===== src/rtl/trackball_counter.sv =====
// Dual-axis trackball quadrature-style counter: synchronizes and glitch-filters each axis
// clock, counts on filtered rising edges, and offers a registered read port.
module trackball_counter #(
    parameter int unsigned COUNT_WIDTH   = 8,
    parameter int unsigned FILTER_CYCLES = 4
) (
    input  logic                   clk,
    input  logic                   reset_n,
    input  logic                   h_dir,
    input  logic                   h_clk,
    input  logic                   v_dir,
    input  logic                   v_clk,
    input  logic                   flip,
    input  logic                   rd,
    input  logic                   sel,
    output logic [COUNT_WIDTH-1:0] dout,
    output logic                   dout_valid,
    output logic [COUNT_WIDTH-1:0] h_count,
    output logic [COUNT_WIDTH-1:0] v_count,
    output logic                   h_step,
    output logic                   v_step
);

    localparam logic [3:0]             StabMax  = 4'(FILTER_CYCLES);
    localparam logic [COUNT_WIDTH-1:0] CountOne = COUNT_WIDTH'(1);

    // Bit order: [0] h_clk, [1] h_dir, [2] v_clk, [3] v_dir
    logic [3:0] sync1_q, sync2_q;

    always_ff @(posedge clk or negedge reset_n) begin
        if (!reset_n) begin
            sync1_q <= '0;
            sync2_q <= '0;
        end else begin
            sync1_q <= {v_dir, v_clk, h_dir, h_clk};
            sync2_q <= sync1_q;
        end
    end

    for (genvar a = 0; a < 2; a++) begin : g_axis
        logic                   clk_s, dir_s;
        logic                   filt_q, filt_d;
        logic [3:0]             stab_q, stab_d;
        logic                   rise_q, rise_d;
        logic                   dir_q, dir_d;
        logic                   step_q;
        logic [COUNT_WIDTH-1:0] count_q, count_d;

        assign clk_s = sync2_q[2*a];
        assign dir_s = sync2_q[2*a+1];

        // A new level is accepted once it has disagreed with the filtered level for
        // FILTER_CYCLES+1 consecutive samples; the count lands one cycle later.
        always_comb begin
            filt_d  = filt_q;
            stab_d  = stab_q;
            rise_d  = 1'b0;
            dir_d   = dir_q;
            count_d = count_q;
            if (clk_s == filt_q) begin
                stab_d = '0;
            end else if (stab_q == StabMax) begin
                filt_d = clk_s;
                stab_d = '0;
                rise_d = clk_s;
                if (clk_s) begin
                    dir_d = dir_s;
                end
            end else begin
                stab_d = stab_q + 4'd1;
            end
            if (rise_q) begin
                count_d = (dir_q ^ flip) ? count_q - CountOne : count_q + CountOne;
            end
        end

        always_ff @(posedge clk or negedge reset_n) begin
            if (!reset_n) begin
                filt_q  <= 1'b0;
                stab_q  <= '0;
                rise_q  <= 1'b0;
                dir_q   <= 1'b0;
                step_q  <= 1'b0;
                count_q <= '0;
            end else begin
                filt_q  <= filt_d;
                stab_q  <= stab_d;
                rise_q  <= rise_d;
                dir_q   <= dir_d;
                step_q  <= rise_q;
                count_q <= count_d;
            end
        end
    end

    logic [COUNT_WIDTH-1:0] dout_q, dout_d;
    logic                   dout_valid_q;

    // Reads see the counter value held before this edge's count update
    always_comb begin
        dout_d = dout_q;
        if (rd) begin
            dout_d = sel ? g_axis[1].count_q : g_axis[0].count_q;
        end
    end

    always_ff @(posedge clk or negedge reset_n) begin
        if (!reset_n) begin
            dout_q       <= '0;
            dout_valid_q <= 1'b0;
        end else begin
            dout_q       <= dout_d;
            dout_valid_q <= rd;
        end
    end

    assign dout       = dout_q;
    assign dout_valid = dout_valid_q;
    assign h_count    = g_axis[0].count_q;
    assign v_count    = g_axis[1].count_q;
    assign h_step     = g_axis[0].step_q;
    assign v_step     = g_axis[1].step_q;

endmodule


===== config.mk =====
export PLATFORM = sky130hd
export DESIGN_NAME = trackball_counter
export DESIGN_NICKNAME = d
export VERILOG_FILES = /design/src/rtl/trackball_counter.sv
export SDC_FILE = /design/constraint.sdc
export NUM_CORES = 1
export LEC_CHECK = 0
export BUFFER_PORTS_ARGS = -buffer_cell sky130_fd_sc_hd__buf_2
export CORE_MARGIN = 2
export CORE_UTILIZATION = 60
export CTS_CLUSTER_DIAMETER = 200
export DETAILED_ROUTE_END_ITERATION = 12
export PLACE_DENSITY = 0.87
export SYNTH_ARGS = -nofsm -noshare
export SYNTH_HDL_FRONTEND = slang
export SYNTH_SLANG_ARGS = --single-unit
export TNS_END_PERCENT = 1

===== constraint.sdc =====
create_clock -name clk -period 5 [get_ports clk]
set_input_delay 0.5 -clock clk [delete_from_list [all_inputs] [get_ports clk]]
set_output_delay 0.5 -clock clk [all_outputs]
set_load 0.01 [all_outputs]

==> key figures, run 1 <==
Place
  • Placed cells: 330
  • Post-detailed-placement half-perimeter wirelength: between 3000 and 4000 µm
  • Port bufs: 35
  • Pre-CTS worst setup slack: 2010 ps
  • Gp weighted congestion: ~0.92

Setup path
  • Worst path buffer plus inverter count: 0
  • Required time at the endpoint of the critical path: approximately 5200 ps
  • Crit path largest cell delay: around 700 ps
  • Data arrival time of the critical path: ~3000 ps
  • Cells along the critical path: xor2_1 -> ha_1 -> a211oi_1 -> a21oi_1 -> mux2_4 -> a2111oi_1
  • Critical path fanouts, max: 11
  • Category of the worst setup path capture point: flip-flop
  • Reg-to-reg setup timing slack: approximately 2200 ps
  • Crit path max-delay cell type: sky130_fd_sc_hd__xor2_1
  • WS Path Type: reg2reg
  • Critical path startpoint category: flip-flop
  • Cell family with most CP delay: compound AO/OA/AOI/OAI gates

Synth
  • Number of nets produced by synthesis: 280
  • Post-Synthesis Cells: between 200 and 300
  • Post-synthesis sequential element count: 49
  • YS warnings: 0
  • Cell area after technology mapping: 0.00262 mm²
  • Post-synth cell types: 44
  • Sequential fraction of the synthesis area: between 40% and 50%
  • Cell taking the most area after synthesis: sky130_fd_sc_hd__dfrtp_1
  • Post-synthesis area per instance: between 10 and 15 µm²
  • Top-area cell type share of the netlist area: a little under half
  • Main area contributors after synthesis: sky130_fd_sc_hd__dfrtp_1, sky130_fd_sc_hd__ha_1, sky130_fd_sc_hd__a21oi_1, sky130_fd_sc_hd__mux2i_1, sky130_fd_sc_hd__mux2_2

Power and ir drop
  • Total power divided by cell area: roughly 600 mW/mm²
  • Final Power: 1.78 mW
  • IR Drop Worst-Case VDD: 0.256 mV
  • Static leakage: roughly 1.4 nW

STA
  • Final setup skew: around 11 ps
  • Post-route fraction of the period consumed by the critical path: 55.6%
  • Worst slew margin relative to its limit: around 30%
  • Number of endpoints with negative hold slack in the final report: 0
  • Max Clock Freq: ~360 MHz
  • Slew at the pin closest to its max-slew limit: between 1000 and 1500 ps
  • Setup violations, final: 0
  • Max Slew Vio Count: 0
  • Shortest clock period the worst path allows after layout: 2780 ps
  • Final-layout setup total negative slack: 0 ps
  • RSZ-0062 raised after global routing: false
  • Slack of the critical path: roughly 2200 ps

GRT
  • Gr ovfl total: 0
  • Number of antenna violations at the first check in global routing: 0
  • Overall Global Routing Usage: between 20% and 30%
  • Largest net degree at the start of global routing: 50
  • Wire length of the first global-routing pass: 8650 µm
  • Vias in the first global route: 1934

Drt
  • Number of iterations in the first detailed-routing pass: 4
  • Residual DRC count: 0
  • Antenna Nets Post-Route: 0
  • Mean number of vias per cell: 5.92
  • Number of design-rule violations left by the first detailed-router iteration: ~90
  • Number of vias after detailed routing: ~2k
  • Average wire length per cell after detail routing: roughly 15 µm
  • DRT Wirelength: about 5000 µm

Clock tree
  • # H-tree levels: 2
  • Number of buffers inserted to repair setup after CTS: 0
  • Number of cells upsized or downsized after cts: 0
  • Total CTS buffers: 5
  • Clock-pin slew reported for the worst setup and hold paths after clock tree synthesis: around 90 ps
  • Number of sinks handled by clock tree synthesis: 49
  • CTS Hold Bufs: 0
  • Cell chosen for the clock root: sky130_fd_sc_hd__clkbuf_8
  • Buffers from clock root to sink, at most: 2
  • Clock latency on the worst-skew pair: approximately 310 ps
  • TritonCTS clock tree: built

Floorplanning
  • Core Footprint: between 0.004 and 0.005 mm²
  • Die height: between 70 and 80 µm
  • Top-level port count: 36
  • Site Rows: 24
  • DIE WIDTH: between 70 and 80 µm
  • Starting utilization of the core area: between 60% and 70%
  • Total die area: between 0.004 and 0.005 mm²

Final layout
  • Fill cell count: ~340
  • Utilization after layout: 68.1%
  • Synthesis-to-layout area growth: 11.5%
  • Number of non-filler instances in the completed layout: about 340
  • Fraction of final layout cells with drive strength greater than 1: 17.5%
  • Area used by multi-input combinational logic: ~0.0013 mm²
  • Most frequent cells in the layout: sky130_fd_sc_hd__dfrtp_1, sky130_fd_sc_hd__buf_2, sky130_fd_sc_hd__inv_1
  • Post-layout nets: between 300 and 400
  • # diodes: 0
  • Most common cell after layout, fill and taps aside: sky130_fd_sc_hd__dfrtp_1
  • Storage cell area: between 0.001 and 0.0015 mm²

Worst hold path
  • Worst hold path class: in2reg

Outcome
  • Outcome: finished clean

Run
  • Maxcap violations: 0
-- area by class of cell --
class                   count  area share, %
multi-input cells         174           44.3
flip-flops and latches     49           42.0
repair buffers             35           5.99
inverters                  20           2.57
clock buffers               7           2.95
well taps                  52           2.23
-- power breakdown --
part,switching [mW],total (mW),internal [mW]
registers,0.118,0.625,0.507
clock network,0.124,0.234,0.110
logic,0.526,0.925,0.398
-- logic make-up (layout without fill, tap and decap cells) --
group | after synthesis | in the layout | synth area share [%]
flip-flops | 49 | 49 | 46.8
XOR/XNOR | 8 | 8 | 2.67
multiplexers | 18 | 18 | 7.44
adder cells (fa/ha/maj) | 21 | 21 | 10.6
AND/OR/NAND/NOR | 67 | 67 | 13.5
AO/OA/AOI/OAI | 60 | 60 | 15.2
buffers and inverters | 27 | 62 | 3.86
-- cells in the mapped netlist (all sizes together) --
master   count
dfrtp       49
inv         20
ha          19
a21oi       18
nor2        17
nand2       10
mux2         9
mux2i        9
o21ai        8
nor3         7
a31oi        6
clkbuf       6
nand3        6
nor2b        6
o211ai       5
a21o         4
nor3b        4
xnor2        4
xor2         4
a2111oi      3
a211oi       3
nand2b       3
nand3b       3
nand4        3
o21a         3
o311ai       3
a2111o       2
fa           2
nand4b       2
or3          2
a31o         1
a41o         1
and3         1
and4         1
buf          1
nor4         1
o2111ai      1
o21bai       1
o31ai        1
or4          1
-- sequential cells by signal (all words and copies together) (netlist names), 2 cells and up --
| name | flops |
|---|---|
| dout | 8 |
| g_axis.dir_q | 2 |
| g_axis.filt_q | 2 |
| g_axis.rise_q | 2 |
| g_axis.stab_q | 8 |
| h_count | 8 |
| sync1_q | 4 |
| sync2_q | 4 |
| v_count | 8 |
-- metrics by stage --
stage	area, µm²	hold slack, ps
2_1_floorplan	2620	204
3_3_place_gp	2840	333
3_5_place_dp	2840	335
4_1_cts	2920	294
5_1_grt	2920	288
6_report	2920	304
-- final timing paths --
kind,from,cells after the start,end
min reg2reg,sync1_q[3],0,sync2_q[3]
max reg2reg,g_axis[1].dir_q,6,v_count[7]
max,g_axis[1].dir_q,6,v_count[7]
min in group asynchronous,reset_n,1,v_count[3]
max in group asynchronous,reset_n,1,sync2_q[0]
min,v_clk,1,sync1_q[2]
-- per-layer routing --
layer  wire [µm]  global-route usage (%)
met5           0                       0
met4          94                    7.91
met3         272                    6.35
met2        2350                    35.8
met1        2260                    28.5
No activity file was read; power rests on OpenSTA's default activity.
==> run 2: changes to the inputs <==
--- a/config.mk
+++ b/config.mk
@@ -7,10 +7,10 @@
 export LEC_CHECK = 0
 export BUFFER_PORTS_ARGS = -buffer_cell sky130_fd_sc_hd__buf_2
 export CORE_MARGIN = 2
-export CORE_UTILIZATION = 60
+export CORE_UTILIZATION = 52
 export CTS_CLUSTER_DIAMETER = 200
 export DETAILED_ROUTE_END_ITERATION = 12
-export PLACE_DENSITY = 0.87
+export PLACE_DENSITY = 0.8
 export SYNTH_ARGS = -nofsm -noshare
 export SYNTH_HDL_FRONTEND = slang
 export SYNTH_SLANG_ARGS = --single-unit
==> constraint.sdc (replaced) <==
create_clock -name clk -period 2.4 [get_ports clk]
set_input_delay 0.24 -clock clk [delete_from_list [all_inputs] [get_ports clk]]
set_output_delay 0.24 -clock clk [all_outputs]
set_load 0.01 [all_outputs]
==> run 2 against run 1 <==
Against the previous run:
- fmax is 23% higher
- sequential share of layout area is 2.6 points lower
- clock skew is 4.6 ps lower
- via count is 0.90% higher
- sequential cell count stayed put
- critical endpoint is now h_count[7]
- largest cell class unchanged
==> key figures, run 2 (synthesis gave the netlist of run 1 again) <==
Drt
  • Number of vias after detailed routing: 2013
  • Average wire length per cell after detail routing: 14.2 µm
  • Residual DRC count: 0
  • Number of iterations in the first detailed-routing pass: 4
  • DRT Wirelength: slightly above 5000 µm
  • Antenna Nets Post-Route: 0
  • Number of design-rule violations left by the first detailed-router iteration: 77
  • Mean number of vias per cell: between 5 and 6

Floorplanning
  • DIE WIDTH: 75.0 µm
  • Top-level port count: 36
  • Die height: ~75 µm
  • Starting utilization of the core area: around 55%
  • Total die area: ~0.0056 mm²
  • Site Rows: 25
  • Core Footprint: roughly 0.0048 mm²

Power and ir drop
  • IR Drop Worst-Case VDD: around 0.53 mV
  • Final Power: between 4 and 5 mW
  • Total power divided by cell area: 1330 mW/mm²
  • Static leakage: ~1.5 nW

Clock tree
  • Total CTS buffers: 5
  • Clock-pin slew reported for the worst setup and hold paths after clock tree synthesis: ~90 ps
  • Number of sinks handled by clock tree synthesis: just under 50
  • Cell chosen for the clock root: sky130_fd_sc_hd__clkbuf_8
  • # H-tree levels: 2
  • Buffers from clock root to sink, at most: 2
  • TritonCTS clock tree: built
  • Clock latency on the worst-skew pair: 300 ps

STA
  • Worst Hold Margin: between 20 and 25 ps
  • Worst slew margin relative to its limit: about three fifths
  • Setup violations, final: 0
  • Slew at the pin closest to its max-slew limit: approximately 600 ps
  • Post-route fraction of the period consumed by the critical path: a little over nine tenths
  • Max Slew Vio Count: 0
  • Final-layout setup total negative slack: 0 ps
  • Final setup skew: a little over 6 ps
  • Max Clock Freq: about 440 MHz
  • RSZ-0062 raised after global routing: false
  • Shortest clock period the worst path allows after layout: 2250 ps
  • Number of endpoints with negative hold slack in the final report: 0

Setup path
  • Data arrival time of the critical path: roughly 2400 ps
  • Critical path fanouts, max: 9
  • Category of the worst setup path capture point: flip-flop
  • WS Path Type: reg2reg
  • Critical path startpoint category: flip-flop
  • Required time at the endpoint of the critical path: 2580 ps

Final layout
  • Most frequent cells in the layout: sky130_fd_sc_hd__dfrtp_1, sky130_fd_sc_hd__buf_2, sky130_fd_sc_hd__inv_1
  • Synthesis-to-layout area growth: 18.9%
  • Fill cell count: a little under 400
  • Utilization after layout: approximately two thirds
  • Post-layout nets: 327
  • Most common cell after layout, fill and taps aside: sky130_fd_sc_hd__dfrtp_1
  • # diodes: 0
  • Fraction of final layout cells with drive strength greater than 1: between 20 and 25%

GRT
  • Wire length of the first global-routing pass: 8600 µm
  • Overall Global Routing Usage: roughly a fifth
  • Vias in the first global route: 1980
  • Largest net degree at the start of global routing: 50
  • Number of antenna violations at the first check in global routing: 0
  • Gr ovfl total: 0

Place
  • Post-detailed-placement half-perimeter wirelength: around 3800 µm
  • Gp weighted congestion: about 0.86
  • Port bufs: 35

Outcome
  • Outcome: finished clean

Worst hold path
  • Worst hold path class: in2async

Run
  • Maxcap violations: 0
==> run 2: worst max-delay path, stage by stage (launching register included) <==
cell,delay [ps]
sky130_fd_sc_hd__dfrtp_1,410
sky130_fd_sc_hd__xnor2_2,240
sky130_fd_sc_hd__inv_2,110
sky130_fd_sc_hd__buf_4,170
sky130_fd_sc_hd__ha_1,380
sky130_fd_sc_hd__a41o_1,220
sky130_fd_sc_hd__a31oi_1,240
sky130_fd_sc_hd__mux2i_1,230
sky130_fd_sc_hd__o211ai_1,110
==> run 2: metal layers <==
metal  GRT usage [%]  vias to the layer above  part of all wire, %
met1            26.3                      960                   47
met3            3.48                        6                  4.2
met2            34.1                       45                   47
met5               0                        -                    0
li1                -                     1002                    -
met4            5.95                        0                  1.1
==> run 2: repair_timing <==
| action | CTS | global route |
|---|---|---|
| hold buffers | 0 | 0 |
| resized for setup | 2 | 5 |
| pin swaps | 0 | 0 |
| endpoints found under the setup margin | 2 | 4 |
| setup buffers | 0 | 0 |
==> run 2: area by class of cell <==
type	count	area, µm²	area share (%)
clock inverter	3	68.8	2.21
clock buffer	5	68.8	2.21
inverter	20	75.1	2.41
tap	67	83.8	2.69
multi-input combinational	174	1330	42.7
timing repair buffer	47	265	8.51
sequential	49	1230	39.3
==> run 2: power by group <==
group / total, mW / switching, mW / internal, mW
combinational: 2.12 / 1.15 / 0.963
sequential: 1.31 / 0.258 / 1.06
clock: 0.702 / 0.283 / 0.419
==> run 2: final timing paths <==
path | start | to | slack (ps) | depth (start not counted)
setup / recovery | g_axis[0].dir_q | h_count[7] | 150 | 8
hold reg to reg | sync1_q[3] | sync2_q[3] | 350 | 0
min in group clk | v_dir | sync1_q[3] | 40 | 1
setup reg to reg | g_axis[0].dir_q | h_count[7] | 150 | 8
max in group asynchronous | reset_n | g_axis[0].stab_q[0] | 1970 | 2
hold / removal | reset_n | h_count[3] | 20 | 2
==> run 2: metrics by stage <==
stage	cell area (µm²)	instances	setup slack (ps)
after floorplan	2620	250	41.2
after global placement	2950	357	29.9
after detailed placement	2950	357	-32.4
after CTS	3100	365	38.9
after global routing	3120	365	11.4
final	3120	365	149
==> run 3: changes to the inputs <==
--- a/config.mk
+++ b/config.mk
@@ -5,7 +5,7 @@
 export SDC_FILE = /design/constraint.sdc
 export NUM_CORES = 1
 export LEC_CHECK = 0
-export BUFFER_PORTS_ARGS = -buffer_cell sky130_fd_sc_hd__buf_2
+export BUFFER_PORTS_ARGS = -buffer_cell sky130_fd_sc_hd__buf_4
 export CORE_MARGIN = 2
 export CORE_UTILIZATION = 52
 export CTS_CLUSTER_DIAMETER = 200
==> run 3 against run 2 <==
Against the previous run:
- fmax is 0.91% lower
- non-clock buffer count fell by 3
- largest cell class unchanged
- sequential power barely moved
- via count increased by 2.5%
- global-route usage grew 1.5 points
- die area is the same
- total power grew 0.49%
- first-iteration DRC count up 57%
- clock skew rose by 3.5 ps
- combinational power rose by 5%
- utilization up 1.1 points
==> key figures, run 3 (synthesis gave the netlist of run 1 again) <==
Final layout
  • Area used by multi-input combinational logic: ~0.0013 mm²
  • Fill cell count: roughly 370
  • # diodes: 0
  • Most common cell after layout, fill and taps aside: sky130_fd_sc_hd__dfrtp_1
  • Fraction of final layout cells with drive strength greater than 1: between 20% and 30%
  • Synthesis-to-layout area growth: 20.9%
  • Utilization after layout: between 60 and 70%
  • Storage cell area: approximately 0.0012 mm²
  • Most frequent cells in the layout: sky130_fd_sc_hd__dfrtp_1, sky130_fd_sc_hd__buf_4, sky130_fd_sc_hd__inv_1
  • Number of non-filler instances in the completed layout: around 360
  • Post-layout nets: between 300 and 400

Drt
  • Mean number of vias per cell: ~5.7
  • Residual DRC count: 0
  • Number of vias after detailed routing: between 2k and 2.5k
  • Antenna Nets Post-Route: 0
  • Number of iterations in the first detailed-routing pass: 4
  • DRT Wirelength: around 5400 µm
  • Average wire length per cell after detail routing: 14.8 µm
  • Number of design-rule violations left by the first detailed-router iteration: around 120

Power and ir drop
  • IR Drop Worst-Case VDD: 0.513 mV
  • Sw power: around 1.7 mW
  • Switching part of the total power: 41.3%
  • Cell internal pwr: 2.44 mW
  • Static leakage: roughly 1.5 nW
  • Total power divided by cell area: roughly 1300 mW/mm²
  • Final Power: about 4.2 mW
  • Clock Power Share: between 10 and 15%
  • Flop pwr share: 31.8%
  • Combinational fraction of design power: 53.6%

STA
  • Slew at the pin closest to its max-slew limit: about 600 ps
  • Slack of the critical path: about 130 ps
  • RSZ-0062 raised after global routing: true
  • Final setup skew: about 9.5 ps
  • Setup violations, final: 0
  • Max Slew Vio Count: 0
  • Number of endpoints with negative hold slack in the final report: 0
  • Max Clock Freq: about 440 MHz
  • Shortest clock period the worst path allows after layout: about 2300 ps
  • Worst slew margin relative to its limit: between 60% and 70%
  • Post-route fraction of the period consumed by the critical path: ~95%
  • Worst Hold Margin: ~45 ps

Clock tree
  • Number of sinks handled by clock tree synthesis: 49
  • Buffers from clock root to sink, at most: 2
  • Clock-pin slew reported for the worst setup and hold paths after clock tree synthesis: approximately 90 ps
  • Clock latency on the worst-skew pair: roughly 300 ps
  • Total CTS buffers: 5
  • # H-tree levels: 2
  • Cell chosen for the clock root: sky130_fd_sc_hd__clkbuf_8
  • TritonCTS clock tree: built

GRT
  • Number of antenna violations at the first check in global routing: 0
  • Wire length of the first global-routing pass: around 9000 µm
  • Largest net degree at the start of global routing: 50
  • Vias in the first global route: ~2.0k
  • Gr ovfl total: 0
  • Overall Global Routing Usage: about 22%

Setup path
  • Crit path max-delay cell type: sky130_fd_sc_hd__dfrtp_1
  • Data arrival time of the critical path: ~2500 ps
  • Critical path fanouts, max: 9
  • Crit path largest cell delay: about 450 ps
  • WS Path Type: reg2reg
  • Critical path startpoint category: flip-flop
  • Required time at the endpoint of the critical path: 2580 ps
  • Category of the worst setup path capture point: flip-flop
  • Cells along the critical path: xor2_4 -> ha_1 -> inv_1 -> or3_1 -> mux2_4 -> a2111oi_1

Worst hold path
  • Worst hold path class: in2reg

Place
  • Gp weighted congestion: 0.839
  • Post-detailed-placement half-perimeter wirelength: a little under 4000 µm
  • Port bufs: 35
  • Pre-CTS worst setup slack: -206 ps
  • Placed cells: 353

Outcome
  • Outcome: finished clean

Floorplanning
  • Top-level port count: 36
  • DIE WIDTH: around 75 µm
  • Site Rows: 25
  • Total die area: about 0.0056 mm²
  • Starting utilization of the core area: 54.8%
  • Die height: 75.0 µm
  • Core Footprint: 0.00479 mm²

Run
  • Maxcap violations: 0
==> run 3: timing repair <==
action / in CTS / in global routing
endpoints found under the setup margin: 4 / 4
pin swaps: 0 / 0
hold buffers: 1 / 0
hold endpoints to repair: 49 / 0
resized for setup: 3 / 5
buffers inserted: 0 / 0
==> run 3: path summary, 6_finish.rpt <==
check | start | end | cells past startpoint | slack (ps)
setup / recovery | g_axis[1].dir_q | v_count[7] | 6 | 130
hold / removal | v_dir | sync1_q[3] | 1 | 50
setup reg to reg | g_axis[1].dir_q | v_count[7] | 6 | 130
hold reg to reg | sync1_q[3] | sync2_q[3] | 0 | 350
max in group asynchronous | reset_n | g_axis[1].rise_q | 2 | 1500
min in group asynchronous | reset_n | h_count[0] | 2 | 470
==> run 3: metal layers <==
layer / GRT usage, % / part of all wire [%]
met4: 5.95 / 1.4
met3: 4.95 / 4.5
met5: 0 / 0
met1: 29.2 / 47
met2: 34.9 / 48
==> run 3: critical path, delay by kind of cell, from the launching register on <==
kind,cells,cell delay (ps)
DFF,1,450
and+or+nand+nor,1,400
adders and majority gates,1,380
AOI/OAI and AO/OA,1,360
muxes,1,270
xor gates and xnor gates,1,210
buffers and inverters,1,90
==> run 3: power groups by stage <==
stage,clock network (mW),logic (mW),registers [mW]
global route,0.657,2.52,1.36
finish,0.608,2.23,1.32
detailed placement,0,2.13,1.33
CTS,0.624,2.17,1.32
global placement,0,2.04,1.33
floorplan,0,1.37,1.33
==> run 3: final cells by class <==
class,count,area share (%)
multi-input combinational,174,42.2
clock inverter,1,0.947
tap,67,2.64
inverter,20,2.37
timing repair buffer,44,10.5
clock buffer,7,2.72
sequential,49,38.7
==> run 3: per-stage QoR <==
| stage | area (µm²) | setup TNS, ps |
|---|---|---|
| CTS | 3150 | 0 |
| detailed placement | 3000 | -212 |
| finish | 3170 | 0 |
| global route | 3170 | -11.2 |
| global placement | 3000 | -17.1 |
| floorplan | 2620 | 0 |
